==> src/rtl/hazard_scoreboard_ysyx_23060136.sv <==
// Forward/hazard unit: MEM/WB -> EXU bypass, WB -> ID-EX bypass, registered load-use bubble FSM.
// Optional STALL_PERF_EN adds saturating load-use and stall performance counters.
module hazard_scoreboard_ysyx_23060136 #(
    parameter int XLEN  = 32,
    parameter int RAW   = 5
`ifdef STALL_PERF_EN
    ,
    parameter int CNT_W = 32
`endif
) (
    input  logic            clk,
    input  logic            rst_n,
    input  logic            ifu_valid,
    input  logic            mem_rvalid,
    input  logic            mem_wready,
    input  logic [RAW-1:0]  id_rs1,
    input  logic [RAW-1:0]  id_rs2,
    input  logic            ex_valid,
    input  logic [RAW-1:0]  ex_rs1,
    input  logic [RAW-1:0]  ex_rs2,
    input  logic            mem_valid,
    input  logic            mem_wgpr,
    input  logic            mem_load,
    input  logic [RAW-1:0]  mem_rd,
    input  logic [XLEN-1:0] mem_alu_out,
    input  logic [XLEN-1:0] mem_rdata,
    input  logic            wb_valid,
    input  logic            wb_wgpr,
    input  logic [RAW-1:0]  wb_rd,
    input  logic [XLEN-1:0] wb_data,
    output logic            stall_if,
    output logic            stall_id,
    output logic            stall_ex,
    output logic            stall_me,
    output logic            stall_wb,
    output logic            flush_ex,
    output logic            fwd_ex_rs1_en,
    output logic [XLEN-1:0] fwd_ex_rs1_data,
    output logic            fwd_ex_rs2_en,
    output logic [XLEN-1:0] fwd_ex_rs2_data,
    output logic            fwd_seg_rs1_en,
    output logic [XLEN-1:0] fwd_seg_rs1_data,
    output logic            fwd_seg_rs2_en,
    output logic [XLEN-1:0] fwd_seg_rs2_data
`ifdef STALL_PERF_EN
    ,
    output logic [CNT_W-1:0] perf_lu_cnt,
    output logic [CNT_W-1:0] perf_stall_cnt
`endif
);

    typedef enum logic [0:0] {IDLE, LU_HOLD} state_t;

    state_t          state;
    logic [XLEN-1:0] hold_data;
    logic            hold_m1;
    logic            hold_m2;

    // A producer matches only if it is real, writes a GPR, targets src, and src is not x0.
    function automatic logic hit(input logic v, input logic w,
                                 input logic [RAW-1:0] rd, input logic [RAW-1:0] src);
        return v & w & (rd == src) & (rd != '0);
    endfunction

    logic mem_ok;
    logic mem_hit1, mem_hit2, wb_hit1, wb_hit2;
    logic lu, lu_start;

    assign mem_ok   = ifu_valid & mem_rvalid & mem_wready;
    assign mem_hit1 = hit(mem_valid, mem_wgpr, mem_rd, ex_rs1);
    assign mem_hit2 = hit(mem_valid, mem_wgpr, mem_rd, ex_rs2);
    assign wb_hit1  = hit(wb_valid, wb_wgpr, wb_rd, ex_rs1);
    assign wb_hit2  = hit(wb_valid, wb_wgpr, wb_rd, ex_rs2);
    assign lu       = ex_valid & mem_load & (mem_hit1 | mem_hit2);
    assign lu_start = (state == IDLE) & lu & mem_ok;

    // NOTE: every always_comb output gets a default first so no path can infer a latch.
    always_comb begin
        stall_if = ~mem_ok;
        stall_id = ~mem_ok;
        stall_ex = ~mem_ok;
        stall_me = ~mem_ok;
        stall_wb = ~mem_ok;
        flush_ex = 1'b0;
        if (lu_start) begin
            // Freeze the consumer in EX and push a bubble into MEM while the load retires.
            stall_if = 1'b1;
            stall_id = 1'b1;
            stall_ex = 1'b1;
            stall_me = 1'b0;
            stall_wb = 1'b0;
            flush_ex = 1'b1;
        end
    end

    always_comb begin
        fwd_ex_rs1_en   = 1'b0;
        fwd_ex_rs1_data = '0;
        if ((state == LU_HOLD) && hold_m1) begin
            fwd_ex_rs1_en   = 1'b1;
            fwd_ex_rs1_data = hold_data;
        end else if (mem_hit1 && !mem_load) begin
            fwd_ex_rs1_en   = 1'b1;
            fwd_ex_rs1_data = mem_alu_out;
        end else if (wb_hit1) begin
            fwd_ex_rs1_en   = 1'b1;
            fwd_ex_rs1_data = wb_data;
        end
    end

    always_comb begin
        fwd_ex_rs2_en   = 1'b0;
        fwd_ex_rs2_data = '0;
        if ((state == LU_HOLD) && hold_m2) begin
            fwd_ex_rs2_en   = 1'b1;
            fwd_ex_rs2_data = hold_data;
        end else if (mem_hit2 && !mem_load) begin
            fwd_ex_rs2_en   = 1'b1;
            fwd_ex_rs2_data = mem_alu_out;
        end else if (wb_hit2) begin
            fwd_ex_rs2_en   = 1'b1;
            fwd_ex_rs2_data = wb_data;
        end
    end

    assign fwd_seg_rs1_en   = hit(wb_valid, wb_wgpr, wb_rd, id_rs1);
    assign fwd_seg_rs2_en   = hit(wb_valid, wb_wgpr, wb_rd, id_rs2);
    assign fwd_seg_rs1_data = fwd_seg_rs1_en ? wb_data : '0;
    assign fwd_seg_rs2_data = fwd_seg_rs2_en ? wb_data : '0;

    // NOTE: sequential state uses non-blocking assignments so all registers update together.
    // NOTE: hold_data is a plain register (not a memory) so it is reset to a known 0.
    always_ff @(posedge clk or negedge rst_n) begin
        if (!rst_n) begin
            state     <= IDLE;
            hold_data <= '0;
            hold_m1   <= 1'b0;
            hold_m2   <= 1'b0;
        end else begin
            case (state)
                IDLE: begin
                    if (lu_start) begin
                        hold_data <= mem_rdata;
                        hold_m1   <= mem_hit1;
                        hold_m2   <= mem_hit2;
                        state     <= LU_HOLD;
                    end
                end
                LU_HOLD: begin
                    if (mem_ok) state <= IDLE;
                end
                default: state <= IDLE;
            endcase
        end
    end

`ifdef STALL_PERF_EN
    always_ff @(posedge clk or negedge rst_n) begin
        if (!rst_n) begin
            perf_lu_cnt    <= '0;
            perf_stall_cnt <= '0;
        end else begin
            if (lu_start && (perf_lu_cnt != '1))
                perf_lu_cnt <= perf_lu_cnt + CNT_W'(1);
            if (!mem_ok && (perf_stall_cnt != '1))
                perf_stall_cnt <= perf_stall_cnt + CNT_W'(1);
        end
    end
`endif

endmodule
==> config.mk <==
export PLATFORM = sky130hd
export DESIGN_NAME = hazard_scoreboard_ysyx_23060136
export DESIGN_NICKNAME = d
export VERILOG_FILES = /design/src/rtl/hazard_scoreboard_ysyx_23060136.sv
export SDC_FILE = /design/constraint.sdc
export NUM_CORES = 1
export LEC_CHECK = 0
export ABC_AREA = 0
export BUFFER_PORTS_ARGS = -buffer_cell sky130_fd_sc_hd__buf_2
export CORE_UTILIZATION = 23
export CTS_BUF_LIST = sky130_fd_sc_hd__clkbuf_8 sky130_fd_sc_hd__clkbuf_16
export DETAILED_ROUTE_END_ITERATION = 8
export GPL_TIMING_DRIVEN = 1
export PLACE_DENSITY = 0.52
export SLEW_MARGIN = 20
export SYNTH_ARGS = -nofsm -noshare
export SYNTH_HDL_FRONTEND = slang
export SYNTH_SLANG_ARGS = --single-unit
==> constraint.sdc <==
create_clock -name clk -period 3.02 [get_ports clk]
set_input_delay 0.604 -clock clk [delete_from_list [all_inputs] [get_ports clk]]
set_output_delay 0.604 -clock clk [all_outputs]
set_load 0.1 [all_outputs]
==> qor.yml <==
clkPwrFrac: 0.366
avgSynthCellArea_sq_um: 7.87
tightestPinTransition_ns: 0.905
die_h_um: 130
firstDrtPassIters: 4
dieWidth_um: 130
path_delay_family: "simple AND/OR/NAND/NOR gates"
clock_latency_ns: 0.29
viasPerCell: 4.82
status: "finished, violations left"
clkSlewWorstSetupHoldPaths_ns: 0.06
path_cells: "buf_8, xnor2_2, nand3_1, or4_4, a21o_4, buf_12, o311ai_4, buf_12"
core.rowCount: 46
rsz0062_at_grt: "true"
yosysSeqAreaShare: 0.233
critPathArrivalTime_ns: 2.45
grt_max_degree: 36
cts_max_path_buffers: 2
crit_start: "ex_rs1[1]"
start_util: 0.236
relSlewSlack: 0.397
finClkSkew_ns: 0.00918
grt_pass1_vias: 4903
intPower_mw: 1.02
max_stage_delay_ns: 0.50
routedWlPerCell_um: 18.4
p_comb_frac: 0.314
worstPathRequired_ns: 2.42
mostFrequentLayoutCell: "buf_12"
core_sq_um: 15900
fin_cells: 970
dp_cells: 956
hold_viol_final: 0
drive_gt1_frac: 0.656
irDropWorstVdd_uv: 154
syn_inst: 478
post-route-drc-count: 0
drv_slew: 0
die_area_sq_um: 16900
crit_buf_inv: 3
regToRegStartpoint: "state"
crit_slowest_cell: "or4_4"
power_frac_seq: 0.320
leakage_nw: 3.88
p_total_mw: 1.52
start_kind: "primary input"
fmax_mhz: 328
dp_hpwl_mm: 14.4
drtIter0Drc: 140
min_period_ns: 3.05
netlist-cell-type-count: 34
p_sw_uw: 499
gp_congestion: 0.886
ant_nets: 0
fin_tns_setup_ns: -0.105
area_growth_pct: 135
synthesis.area_sq_um: 3760
syn_nets: 615
fin_hold_ws_ns: 0.434
critPathMaxFanout: 7
cts.htree.levels: 2
sw_frac_of_total: 0.328
ioPinCount: 275
synth_seq_cells: 35
path_common_cell: "buf_12"
violations: "setup timing"
setup_slack_ns: -0.0310
mostFrequentLayoutCells: "buf_12 (147), buf_2 (131), nand2_1 (116)"
critical_path_class: "primary input to primary output"
nFillCells: 1366
port_buffers: 274
num_vias: 4679
cts_num_sinks: 35
diodes: 0
cap_violations: 0
gr-total-overflow: 0
cts_root_buf: "clkbuf_16"
setup_violations: 6
ys_warn_count: 0
grt_pass1_wl_mm: 26.6
cellPowerDensity_nw_per_um2: 172
grt_usage: 0.206
min_path_type: "primary input to async pin"
antenna_found_initial: 0
final_nets: 890
fin_crit_sh: 1.01
numCtsBuffers: 5
cts_tree: "yes"
cp-end-kind: "primary output"
routed_wl_mm: 17.8
path summary, 6_finish.rpt:
| path | slack [ns] | cells past startpoint | endpoint |
|---|---|---|---|
| setup reg to reg | 1.07 | 5 | hold_data[25] |
| hold reg to reg | 0.53 | 1 | hold_data[7] |
| setup / recovery | -0.03 | 8 | fwd_ex_rs1_data[19] |
| hold / removal | 0.43 | 1 | state |
| min in group clk | 0.53 | 1 | hold_data[7] |
| max in group asynchronous | 2.00 | 1 | hold_data[24] |
metrics by stage:
stage          setup WS, ns  area [sq um]   util
2_1_floorplan        -0.344          4730      -
3_3_place_gp        -0.0596          8520  0.534
3_5_place_dp        -0.0881          8520  0.534
4_1_cts             -0.0429          8710  0.547
5_1_grt             -0.0638          8840  0.554
6_report            -0.0310          8840  0.554
layer usage:
layer | vias up | track usage | part of all wire
met3 | 23 | 0.0447 | 0.062
met1 | 2273 | 0.229 | 0.37
li1 | 2208 | - | -
met5 | - | 0 | 0
met2 | 175 | 0.392 | 0.55
met4 | 0 | 0.0581 | 0.019
cell usage after synthesis:
| cell | instances | area [sq um] |
|---|---|---|
| xnor2_1 | 17 | 149 |
| nand4_1 | 14 | 87.6 |
| and4_1 | 1 | 8.76 |
| buf_4 | 7 | 52.6 |
| o311ai_0 | 18 | 158 |
| o21ai_1 | 5 | 25.0 |
| nor4_4 | 2 | 42.5 |
| or4_4 | 2 | 22.5 |
| nand2b_1 | 1 | 6.26 |
| o311ai_1 | 2 | 17.5 |
| a21o_4 | 1 | 15.0 |
| inv_1 | 28 | 105 |
| clkbuf_1 | 25 | 93.8 |
| buf_2 | 8 | 40.0 |
| and2_1 | 68 | 425 |
| nor4_1 | 2 | 12.5 |
| a22o_1 | 2 | 17.5 |
| nand3_1 | 23 | 115 |
| a211oi_1 | 1 | 7.51 |
| nor4b_4 | 1 | 23.8 |
| o21ai_0 | 4 | 20.0 |
| a22oi_1 | 13 | 97.6 |
| dfrtp_1 | 35 | 876 |
| o311ai_2 | 17 | 277 |
| mux2_2 | 32 | 360 |
| nand2_2 | 1 | 6.26 |
| o31ai_1 | 7 | 52.6 |
| o211ai_4 | 1 | 21.3 |
| nor2_1 | 3 | 11.3 |
| nand2_1 | 116 | 435 |
| xor2_1 | 13 | 114 |
| nor3_1 | 3 | 15.0 |
| buf_6 | 4 | 45.0 |
| nand3b_1 | 1 | 7.51 |
cells by family (layout without fill, tap and decap cells):
group                     after synthesis  in the layout  share of synthesized area
DFF                                    35             35                      0.233
AOI/OAI and AO/OA                      71             71                      0.188
muxes                                  32             32                     0.0957
and+or+nand+nor                       238            238                      0.324
buffers and inverters                  72            348                     0.0894
xor gates and xnor gates               30             30                     0.0698
power groups by stage:
stage	Clock [mW]	Combinational [mW]	Sequential [mW]
floorplan	0	0.249	0.492
global placement	0	0.455	0.494
detailed placement	0	0.465	0.495
CTS	0.573	0.469	0.486
global route	0.592	0.505	0.487
finish	0.557	0.478	0.486
what timing repair did:
action                     CTS  global route
setup endpoints to repair   34            64
resized for setup            8            16
hold buffers                 0             0
pin swaps                   11            19
gates cloned                 0             2
setup buffers                2             2
sequential cells by signal, summed over array words and instances, names as in the netlist:
signal     flops
hold_data     32
hold_m1        1
hold_m2        1
state          1
area by class of cell:
type                    count  area [sq um]  share of cell area
multi-input cells         371          3490               0.395
well taps                 216           270              0.0306
clock buffers               7           153              0.0173
flip-flops and latches     35           876              0.0991
repair buffers            312          3930               0.445
clock inverters             1          3.75            0.000425
inverters                  28           109              0.0123
Power figures use the tool's default switching activity.
